<file path="config.mk">
export PLATFORM = sky130hd
export DESIGN_NAME = renkon_conv_wload
export DESIGN_NICKNAME = d
export VERILOG_FILES = /design/src/rtl/renkon_conv_wload_pkg.sv /design/src/rtl/renkon_wload_delay.sv /design/src/rtl/renkon_conv_wload.sv
export SDC_FILE = /design/constraint.sdc
export NUM_CORES = 1
export LEC_CHECK = 0
export CAP_MARGIN = 20
export CORE_MARGIN = 1.5
export CORE_UTILIZATION = 49
export DETAILED_ROUTE_END_ITERATION = 8
export HOLD_SLACK_MARGIN = 0.15
export PLACE_DENSITY = 0.86
export SYNTH_ARGS = -nofsm -noshare
export SYNTH_HDL_FRONTEND = slang
export SYNTH_SLANG_ARGS = --single-unit
export TNS_END_PERCENT = 10
</file>
<file path="constraint.sdc">
create_clock -name clk -period 5.35 [get_ports clk]
set_input_delay 0.8025 -clock clk [delete_from_list [all_inputs] [get_ports clk]]
set_output_delay 0.8025 -clock clk [all_outputs]
set_load 0.01 [all_outputs]
</file>
<file path="src/rtl/renkon_conv_wload_pkg.sv">
// Shared constants and state encoding for the conv weight-load sequencer.
package renkon_conv_wload_pkg;

  localparam int DWIDTH = 16;              // weight word width, signed
  localparam int WADDR  = 12;              // weight RAM address width
  localparam int FSIZE  = 5;               // filter edge length
  localparam int NTAP   = FSIZE * FSIZE;   // words per filter
  localparam int CWIDTH = $clog2(NTAP);    // issue counter width

  typedef enum logic [1:0] {
    S_IDLE  = 2'd0,
    S_ISSUE = 2'd1,
    S_DRAIN = 2'd2
  } wload_state_e;

endpackage

</file>
<file path="src/rtl/renkon_wload_delay.sv">
// DEPTH-deep valid shift pipe; a bit entering at din leaves at dout DEPTH
// cycles later. Synchronous active-low clear drops everything in flight.
module renkon_wload_delay #(
  parameter int DEPTH = 1
) (
  input  logic clk,
  input  logic xrst,
  input  logic din,
  output logic dout
);

  logic [DEPTH-1:0] pipe;

  // shift din towards the MSB once per cycle
  always_ff @(posedge clk) begin
    if (!xrst) pipe <= '0;
    else       pipe <= (pipe << 1) | DEPTH'(din);
  end

  assign dout = pipe[DEPTH-1];

endmodule

</file>
<file path="src/rtl/renkon_conv_wload.sv">
// Weight-load sequencer: streams one FSIZE x FSIZE filter from the weight RAM
// into the conv weight shift register.
//
// Handshake: req is a start pulse looked at only while idle (busy=0); a req
// seen while busy is dropped, never queued. busy rises the cycle after accept
// and falls the cycle after done. done is a one-cycle pulse coincident with the
// last wreg_we; a new req may be presented in the cycle right after done.
module renkon_conv_wload
  import renkon_conv_wload_pkg::*;
#(
  parameter int RD_LAT = 1
) (
  input  logic                     clk,
  input  logic                     xrst,
  input  logic                     req,
  input  logic [WADDR-1:0]         base_addr,
  output logic                     busy,
  output logic                     done,
  output logic                     mem_re,
  output logic [WADDR-1:0]         mem_addr,
  input  logic signed [DWIDTH-1:0] mem_rdata,
  output logic signed [DWIDTH-1:0] read_weight,
  output logic                     wreg_we,
  output wload_state_e             dbg_state
);

  // DRAIN lasts RD_LAT+1 cycles: the pipe empties, then the final wreg_we.
  localparam int              DCW        = $clog2(RD_LAT + 2);
  localparam logic [CWIDTH-1:0] CNT_LAST = CWIDTH'(NTAP - 1);
  localparam logic [DCW-1:0]  DRAIN_LAST = DCW'(RD_LAT);

  wload_state_e      state, state_nxt;
  logic [WADDR-1:0]  base_q;
  logic [CWIDTH-1:0] cnt;
  logic [DCW-1:0]    dcnt;
  logic              rd_vld;

  // state register
  always_ff @(posedge clk) begin
    if (!xrst) state <= S_IDLE;
    else       state <= state_nxt;
  end

  // next-state decode plus the combinational mem_re / done strobes
  always_comb begin
    state_nxt = state;
    mem_re    = 1'b0;
    done      = 1'b0;
    case (state)
      S_IDLE: begin
        if (req) state_nxt = S_ISSUE;
      end
      S_ISSUE: begin
        mem_re = 1'b1;
        if (cnt == CNT_LAST) state_nxt = S_DRAIN;
      end
      S_DRAIN: begin
        if (dcnt == DRAIN_LAST) begin
          done      = 1'b1;
          state_nxt = S_IDLE;
        end
      end
      default: state_nxt = S_IDLE;
    endcase
  end

  // latch base on accept; count issued reads, then drain cycles
  always_ff @(posedge clk) begin
    if (!xrst) begin
      base_q <= '0;
      cnt    <= '0;
      dcnt   <= '0;
    end else begin
      case (state)
        S_IDLE: begin
          if (req) begin
            base_q <= base_addr;
            cnt    <= '0;
          end
        end
        S_ISSUE: begin
          if (cnt != CNT_LAST) cnt <= cnt + CWIDTH'(1);
          dcnt <= '0;
        end
        S_DRAIN: dcnt <= dcnt + DCW'(1);
        default: ;
      endcase
    end
  end

  // address wraps silently modulo 2^WADDR
  assign mem_addr  = base_q + WADDR'(cnt);
  assign busy      = (state != S_IDLE);
  assign dbg_state = state;

  renkon_wload_delay #(
    .DEPTH (RD_LAT)
  ) u_delay (
    .clk  (clk),
    .xrst (xrst),
    .din  (mem_re),
    .dout (rd_vld)
  );

  // register returned data and raise the shift enable one cycle later
  always_ff @(posedge clk) begin
    if (!xrst) begin
      read_weight <= '0;
      wreg_we     <= 1'b0;
    end else begin
      wreg_we <= rd_vld;
      if (rd_vld) read_weight <= mem_rdata;
    end
  end

endmodule

</file>
==> results of run 1 <==
where the power goes:
group	switching, mW	internal (mW)	total (mW)	leakage (nW)
Sequential	0.0185	0.308	0.327	0.318
Combinational	0.0671	0.0899	0.157	0.666
Clock	0.0977	0.101	0.199	0.0470
Total	0.183	0.499	0.683	1.03
logic make-up after synthesis:
kind of cell    Yosys count  share of synthesized area, %
simple gates             75                          19.6
mux                      18                          9.36
flops                    39                          39.7
xor+xnor                 10                          4.46
compound gates           40                          13.9
buf+inv                  21                          4.33
fa+ha+maj                13                          8.66
registers in the layout (all words and copies together), names as in the netlist:
register	count
read_weight	16
base_q	12
cnt	5
dbg_state	2
dcnt	2
u_delay.dout	1
wreg_we	1
through the flow:
stage / util, % / hold slack (ns) / instances / power, mW / area [µm²]
2_1_floorplan: - / 0.448 / 216 / 0.412 / 1970
3_3_place_gp: 70.3 / 0.461 / 320 / 0.484 / 2630
3_5_place_dp: 70.3 / 0.470 / 320 / 0.489 / 2630
4_1_cts: 72.6 / 0.482 / 327 / 0.686 / 2720
5_1_grt: 73.3 / 0.508 / 328 / 0.720 / 2750
6_report: 73.3 / 0.474 / 328 / 0.683 / 2750
Yosys cell counts (2+ instances only):
library cell  number  area share (%)
a21oi_1            6             1.5
buf_2              2            0.51
nand3_1            8             2.0
nand2b_1           2            0.64
inv_1             13             2.5
o211ai_1           2            0.76
xnor2_1            6             2.7
nor2_1             7             1.3
nand2_1           29             5.5
xor2_1             4             1.8
o21ai_0            6             1.5
nor2b_1           18             5.7
ha_1              12             7.6
o21ai_1            2            0.51
mux2i_1           17             8.7
dfxtp_1           39              40
a21boi_0          14             5.3
clkbuf_1           5            0.95
and2_1             4             1.3
cell type report:
class	instances	area share [%]
well taps	48	2.19
inverters	13	1.78
clock inverters	1	0.182
clock buffers	6	3.01
flip-flops and latches	39	28.4
repair buffers	65	24.3
multi-input cells	156	40.1
metal layers:
layer  vias up  wire length (µm)  global-route usage, %
met5         -                 0                      0
met4         0                22                   3.83
met3         5               320                   8.69
met2        57              2090                   35.9
met1       782              1890                   23.1
li1        853                 -                      -
worst min-delay path, stage by stage, from the launching register on:
cell      delay [ns]
dfxtp_1         0.32
nand2_1         0.05
a21boi_0        0.06
final timing paths:
check	from	to	slack, ns	depth (start not counted)
setup / recovery	cnt[0]$_SDFFE_PN0P_	mem_addr[8]	1.90	8
hold / removal	base_q[3]$_SDFFE_PN0P_	base_q[3]$_SDFFE_PN0P_	0.47	2
setup reg to reg	dbg_state[1]$_SDFFE_PN0P_	cnt[1]$_SDFFE_PN0P_	3.65	6
hold reg to reg	base_q[3]$_SDFFE_PN0P_	base_q[3]$_SDFFE_PN0P_	0.47	2
==> reports/metrics.cfg, run 1 <==
[status]
run_status = finished clean

[setup_path]
worstPathArrival_ns = 2.65
cp_num_buf_inv = 2
max_stage_delay_ns = 0.55
slowest_stage = clkdlybuf4s50_1
start_kind = flip-flop
critPathMaxFanout = 5
critPathTopFamily = buffers and inverters
crit_type = reg2out
cp.required_ns = 4.55
critPathCaptureType = output port
path_cells = ha_1 -> inv_1 -> fa_1 -> and2b_1 -> o211ai_1 -> a21oi_1 -> xor2_1 -> clkdlybuf4s50_1

[floorplan]
die-area_um2 = 4400
io_pins = 65
die_w_um = 66.3
start_util_pct = 52.5
core-area_um2 = 3740
core.rowCount = 22
die_h_um = 66.3

[global_route]
grt_pass1_vias = 1613
grt_overflow = 0
antenna_found_initial = 0
grt_use_total_pct = 20.4
grt_first_pass_wirelength_mm = 6.88
grt_max_degree = 40

[layout]
multi_input_area_um2 = 1100
fillers = 301
num_antenna_cells = 0
syn_to_final_growth_pct = 39.7
final_common_cell = clkdlybuf4s50_1
fin_nets = 324
final_cell_mix = clkdlybuf4s50_1 (64), dfxtp_1 (39), nand2_1 (29)
drive_gt1_share_pct = 4.29
register_area_um2 = 781

[timing]
max_freq_mhz = 290
setup_viol = 0
setup_ws_ns = 1.90
relSlewSlack_pct = 37.8
worstMarginPinSlew_ns = 0.931
hold_violations = 0
drv_slew = 0
rsz0062_at_grt = no
fin_setup_tns_ns = 0
min_period_ns = 3.45
skew_ns = 0.00815
period_share_pct = 64.5

[synthesis]
yosysSeqAreaShare_pct = 39.7
synth_cell_types = 39
synthArstFlopShare_pct = 0
synth_enable_flop_cells = 0
ys_ff_latch = 39
syn-cell-area_um2 = 1970
ys.warnings.count = 0
avgSynthCellArea_um2 = 9.10
synthCells = 216
synth_ff_type = dfxtp_1
syn_nets = 260

[clock_network]
clock-sinks = 39
clk_path_buf_depth = 2
postCtsSetupRepairBufs = 0
numCtsBuffers = 5
h-tree-depth = 2
cts-root-buf = clkbuf_8
post_cts_resized = 0
cts_tree = done
path_clk_slew_ns = 0.08
ctsHoldBuffers = 0
clock_latency_ns = 0.29

[detailed_routing]
routed_wl_mm = 4.31
avgRoutedWirePerCell_um = 13.1
route.antenna.remaining_nets = 0
drc_errors = 0
drtIter0Drc = 76
drtPass1Iterations = 4
via_per_inst = 5.17
via_count = 1697

[job]
max-cap-violations = 0

[place]
dp_slack_ns = 2.20
place_congestion = 0.877
numPortBuffers = 64
hpwl_mm = 3.18

[power]
power.density_nw_per_um2 = 249
leakagePower_nw = 1.03
vdd_ir_drop_max_mv = 0.191

[hold_path]
worstHoldPathType = reg2reg

Note: power is estimated with default switching activity, not from simulation.
==> run 2: changes to the inputs <==
- CORE_UTILIZATION: 49 -> 41
- PLACE_DENSITY: 0.86 -> 0.77
- clock period: 5.35 -> 3 ns (I/O delays scaled with it)
==> reports/metrics.cfg, run 2 (synthesis gave the netlist of run 1 again) <==
[clock_network]
clk_path_buf_depth = 2  ; unchanged
h-tree-depth = 2  ; unchanged
clock_latency_ns = 0.28  ; about the same
clock-sinks = 39  ; unchanged
path_clk_slew_ns = 0.07  ; about the same
postCtsSetupRepairBufs = 0  ; unchanged
cts-root-buf = clkbuf_8
ctsHoldBuffers = 0  ; unchanged
numCtsBuffers = 5  ; unchanged
cts_tree = done

[timing]
drv_slew = 0  ; unchanged
hold_violations = 0  ; unchanged
fin_hold_ws_ns = 0.471  ; -0.00284 ns
min_period_ns = 2.97
relSlewSlack_pct = 37.7  ; -0.14 points
period_share_pct = 99.0
setup_viol = 0  ; unchanged
max_freq_mhz = 337
skew_ns = 0.00289  ; -0.00526 ns
rsz0062_at_grt = yes
worstMarginPinSlew_ns = 0.933  ; +0.00208 ns

[floorplan]
core.rowCount = 25  ; +14%
start_util_pct = 42.2  ; -10 points
die-area_um2 = 5220  ; +19%
die_w_um = 72.2  ; +8.9%
io_pins = 65  ; unchanged
die_h_um = 72.2  ; +8.9%
core-area_um2 = 4660  ; +24%

[detailed_routing]
drtIter0Drc = 50  ; -34%
drc_errors = 0  ; unchanged
via_per_inst = 4.95  ; -4.3%
avgRoutedWirePerCell_um = 12.3  ; -6.8%
route.antenna.remaining_nets = 0  ; unchanged
routed_wl_mm = 4.11  ; -4.8%
via_count = 1658  ; -2.3%
drtPass1Iterations = 4  ; unchanged

[setup_path]
rrSetupSlack_ns = 1.33  ; -2.32 ns
critPathTopFamily = buffers and inverters
slowest_stage = clkdlybuf4s50_1
critPathMaxFanout = 5  ; unchanged
path_cells = ha_1 -> inv_1 -> fa_1 -> and2b_1 -> o211ai_1 -> a21oi_1 -> xor2_1 -> clkdlybuf4s50_1
critPathCaptureType = output port
max_stage_delay_ns = 0.54  ; about the same
crit_type = reg2out
worstPathArrival_ns = 2.52  ; -0.13 ns
cp.required_ns = 2.55  ; -2.00 ns
start_kind = flip-flop
cp_num_buf_inv = 2  ; unchanged

[power]
internal_power_mw = 1.04  ; +110%
switching_share_pct = 23.7  ; -3.1 points
seq_power_share_pct = 42.8  ; -5.1 points
leakagePower_nw = 1.06  ; +2.7%
clock_power_share_pct = 37.2  ; +8.1 points
vdd_ir_drop_max_mv = 0.345  ; +81%
power.density_nw_per_um2 = 490  ; +97%
power.switching_mw = 0.323  ; +76%
p_comb_share_pct = 20.0  ; -3.0 points

[layout]
largest_register_ffs = 16  ; unchanged
fin_nets = 324  ; unchanged
layoutNonFillerInstCount = 335  ; +2.1%
top_regs = read_weight: 16 flops, base_q: 12 flops, cnt: 5 flops
num_antenna_cells = 0  ; unchanged
final_cell_mix = clkdlybuf4s50_1 (63), dfxtp_1 (38), nand2_1 (29)
drive_gt1_share_pct = 4.63  ; +0.34 points
syn_to_final_growth_pct = 41.5
top_register = read_weight
final_common_cell = clkdlybuf4s50_1

[global_route]
grt_max_degree = 23  ; -43%
grt_use_total_pct = 16.1  ; -4.3 points
grt_overflow = 0  ; unchanged
grt_first_pass_wirelength_mm = 6.67  ; -3.0%
grt_pass1_vias = 1470  ; -8.9%
antenna_found_initial = 0  ; unchanged

[place]
place_congestion = 0.856  ; -2.4%
dp.cells = 327  ; +2.2%
hpwl_mm = 3.02  ; -5.1%
numPortBuffers = 64  ; unchanged

[job]
max-cap-violations = 0  ; unchanged

[status]
run_status = finished clean

[hold_path]
worstHoldPathType = reg2reg

run 2: cell count changes in the layout (fill, tap and decap cells not counted), sizes merged:
| cell | change |
|---|---|
| clkdlybuf4s50 | -1 |
| bufinv | +2 |
| dlymetal6s2s | +1 |
| clkinv | -1 |
run 2: power groups by stage:
stage               combinational (mW)  clock (mW)  sequential [mW]
floorplan                        0.146           0            0.589
global placement                 0.272           0            0.594
detailed placement               0.274           0            0.595
CTS                              0.276       0.521            0.584
global route                     0.298       0.541            0.589
finish                           0.273       0.506            0.584
run 2: path summary, 6_finish.rpt:
check | cells after the start | startpoint | end
max | 8 | cnt[0]$_SDFFE_PN0P_ | mem_addr[10]
min | 2 | base_q[3]$_SDFFE_PN0P_ | base_q[3]$_SDFFE_PN0P_
max reg2reg | 6 | dbg_state[0]$_SDFFE_PN0P_ | cnt[0]$_SDFFE_PN0P_
min reg2reg | 2 | base_q[3]$_SDFFE_PN0P_ | base_q[3]$_SDFFE_PN0P_
run 2: area by class of cell:
class | count | area, µm²
fill | 422 | 1880
multi-input combinational | 156 | 1100
sequential | 39 | 782
timing repair buffer | 65 | 651
clock buffer | 6 | 72.6
tap | 54 | 67.6
clock inverter | 2 | 60.1
inverter | 13 | 48.8
run 2: metrics by stage:
stage	setup TNS (ns)	area, µm²	util, %	power (mW)	worst slack (ns)
CTS	0	2780	59.6	1.38	0.0204
floorplan	0	1970	-	0.735	0.816
detailed placement	0	2650	56.8	0.869	0.218
global route	-0.281	2780	59.7	1.43	-0.136
global placement	0	2650	56.8	0.866	0.283
finish	0	2780	59.7	1.36	0.0292
run 2: worst reg2reg max path, cell delays in order, from the launching register on:
cell     delay, ns
dfxtp_1       0.34
inv_1         0.11
ha_1          0.30
mux2i_2       0.45
nor2_1        0.12
a21oi_1       0.15
o21ai_0       0.09
run 2: repair_timing:
action,in CTS,in global routing
pin swaps,0,1
gates resized for setup,2,1
endpoints found under the setup margin,3,5
run 2: layer usage:
layer | wire length [µm] | global-route usage, %
met1 | 1960 | 20.4
met2 | 1920 | 27.2
met3 | 187 | 4.17
met4 | 41 | 4.40
met5 | 0 | 0
==> run 3: changes to the inputs <==
--- a/constraint.sdc
+++ b/constraint.sdc
@@ -3,2 +3,2 @@
 set_output_delay 0.45 -clock clk [all_outputs]
-set_load 0.01 [all_outputs]
+set_load 0.05 [all_outputs]
==> reports/metrics.cfg, run 3 (synthesis gave the netlist of run 1 again) <==
[status]
run_status = finished clean

[timing]
worstMarginPinSlew_ns = 0.943  ; +0.0101 ns
skew_ns = 0.00293  ; +0.0000370 ns
max_freq_mhz = 350  ; +4.1%
relSlewSlack_pct = 37.0  ; -0.67 points
period_share_pct = 95.1  ; -3.9 points
fin_setup_tns_ns = 0  ; unchanged
hold_violations = 0  ; unchanged
rsz0062_at_grt = no
setup_viol = 0  ; unchanged
min_period_ns = 2.85  ; -0.117 ns
drv_slew = 0  ; unchanged

[layout]
syn_to_final_growth_pct = 42.1
fillers = 398  ; -5.7%
largest_register_ffs = 16  ; unchanged
drive_gt1_share_pct = 7.09  ; +2.5 points
fin_nets = 325  ; +0.31%
num_antenna_cells = 0  ; unchanged
fin_area_um2 = 2790  ; +0.45%
final_cell_mix = clkdlybuf4s50_1 (56), dfxtp_1 (39), nand2_1 (29)
finish.utilization_pct = 59.9  ; +0.27 points
final_common_cell = clkdlybuf4s50_1
top_regs = read_weight: 16 flops, base_q: 12 flops, cnt: 5 flops
top_register = read_weight

[place]
hpwl_mm = 3.25  ; +7.5%
numPortBuffers = 64  ; unchanged
place_congestion = 0.837  ; -2.2%
placed_area_um2 = 2680  ; +1.1%

[floorplan]
die_h_um = 72.2  ; unchanged
core-area_um2 = 4660  ; unchanged
die_w_um = 72.2  ; unchanged
io_pins = 65  ; unchanged
start_util_pct = 42.2  ; unchanged
die-area_um2 = 5220  ; unchanged
core.rowCount = 25  ; unchanged

[setup_path]
crit_type = reg2out
slowest_stage = dfxtp_1
start_kind = flip-flop
cp.required_ns = 2.55  ; about the same
max_stage_delay_ns = 0.41  ; -0.13 ns
critPathMaxFanout = 5  ; unchanged
path_cells = ha_1 -> inv_1 -> fa_1 -> and2b_1 -> o211ai_1 -> a21boi_0 -> xor2_1 -> buf_12
critPathCaptureType = output port
critPathTopFamily = adder cells
cp_num_buf_inv = 2  ; unchanged
worstPathArrival_ns = 2.40  ; -0.12 ns

[detailed_routing]
via_count = 1675  ; +1.0%
via_per_inst = 4.99  ; +0.72%
routed_wl_mm = 4.32  ; +5.3%
drtPass1Iterations = 4  ; unchanged
route.antenna.remaining_nets = 0  ; unchanged
avgRoutedWirePerCell_um = 12.9  ; +5.0%
drc_errors = 0  ; unchanged
drtIter0Drc = 94  ; +88%

[clock_network]
cts-root-buf = clkbuf_8
numCtsBuffers = 5  ; unchanged
clk_path_buf_depth = 2  ; unchanged
path_clk_slew_ns = 0.08  ; about the same
cts_tree = done
clock_latency_ns = 0.29  ; about the same
h-tree-depth = 2  ; unchanged
clock-sinks = 39  ; unchanged

[power]
power.density_nw_per_um2 = 511  ; +4.3%
power.total_mw = 1.43  ; +4.8%
leakagePower_nw = 1.08  ; +2.3%
vdd_ir_drop_max_mv = 0.245  ; -29%

[global_route]
grt_overflow = 0  ; unchanged
antenna_found_initial = 0  ; unchanged
grt_first_pass_wirelength_mm = 7.13  ; +6.8%
grt_pass1_vias = 1529  ; +4.0%
grt_max_degree = 18  ; -22%
grt_use_total_pct = 17.4  ; +1.3 points

[hold_path]
worstHoldPathType = reg2reg

[job]
max-cap-violations = 0  ; unchanged

run 3: tightest hold or removal path: cells and delay by family (launching register included):
| family | cells | cell delay, ns |
|---|---|---|
| flops | 1 | 0.32 |
| compound gates | 1 | 0.06 |
| simple gates | 1 | 0.05 |
run 3: path summary, 6_finish.rpt:
| check | startpoint | to | slack, ns | depth (start not counted) |
|---|---|---|---|---|
| setup / recovery | cnt[0]$_SDFFE_PN0P_ | mem_addr[6] | 0.15 | 8 |
| hold / removal | base_q[11]$_SDFFE_PN0P_ | base_q[11]$_SDFFE_PN0P_ | 0.48 | 2 |
| setup reg to reg | dbg_state[0]$_SDFFE_PN0P_ | cnt[1]$_SDFFE_PN0P_ | 1.36 | 6 |
| hold reg to reg | base_q[11]$_SDFFE_PN0P_ | base_q[11]$_SDFFE_PN0P_ | 0.48 | 2 |
run 3: through the flow:
stage | cells | hold slack [ns] | worst slack [ns]
2_1_floorplan | 216 | 0.448 | 0.280
3_3_place_gp | 328 | 0.456 | 0.366
3_5_place_dp | 328 | 0.467 | 0.314
4_1_cts | 336 | 0.478 | 0.0831
5_1_grt | 336 | 0.501 | 0.00137
6_report | 336 | 0.475 | 0.146
run 3: routing by layer:
layer,wire length [µm],vias up,track usage [%]
li1,-,859,-
met1,1940,750,22.2
met4,68,0,6.08
met2,2010,57,28.5
met3,303,9,4.58
met5,0,-,0
run 3: layout make-up:
type	count	area (µm²)	share of cell area [%]
multi-input cells	156	1100	39.4
flip-flops and latches	39	781	27.9
clock inverters	2	35.0	1.25
well taps	54	67.6	2.42
repair buffers	66	679	24.3
clock buffers	6	82.6	2.96
inverters	13	48.8	1.75
run 3: report_power, final:
| group | switching (mW) | internal [mW] | leakage (nW) | total [mW] |
|---|---|---|---|---|
| logic | 0.227 | 0.162 | 0.703 | 0.388 |
| clock network | 0.187 | 0.269 | 0.0612 | 0.456 |
| registers | 0.0337 | 0.550 | 0.318 | 0.583 |
run 3: repair_timing:
| action | CTS | global route |
|---|---|---|
| gates resized for setup | 1 | 1 |
| hold buffers | 0 | 0 |
| endpoints found under the hold margin | 0 | 0 |
| buffers inserted | 0 | 0 |
| setup endpoints to repair | 1 | 1 |
| gates cloned | 0 | 0 |
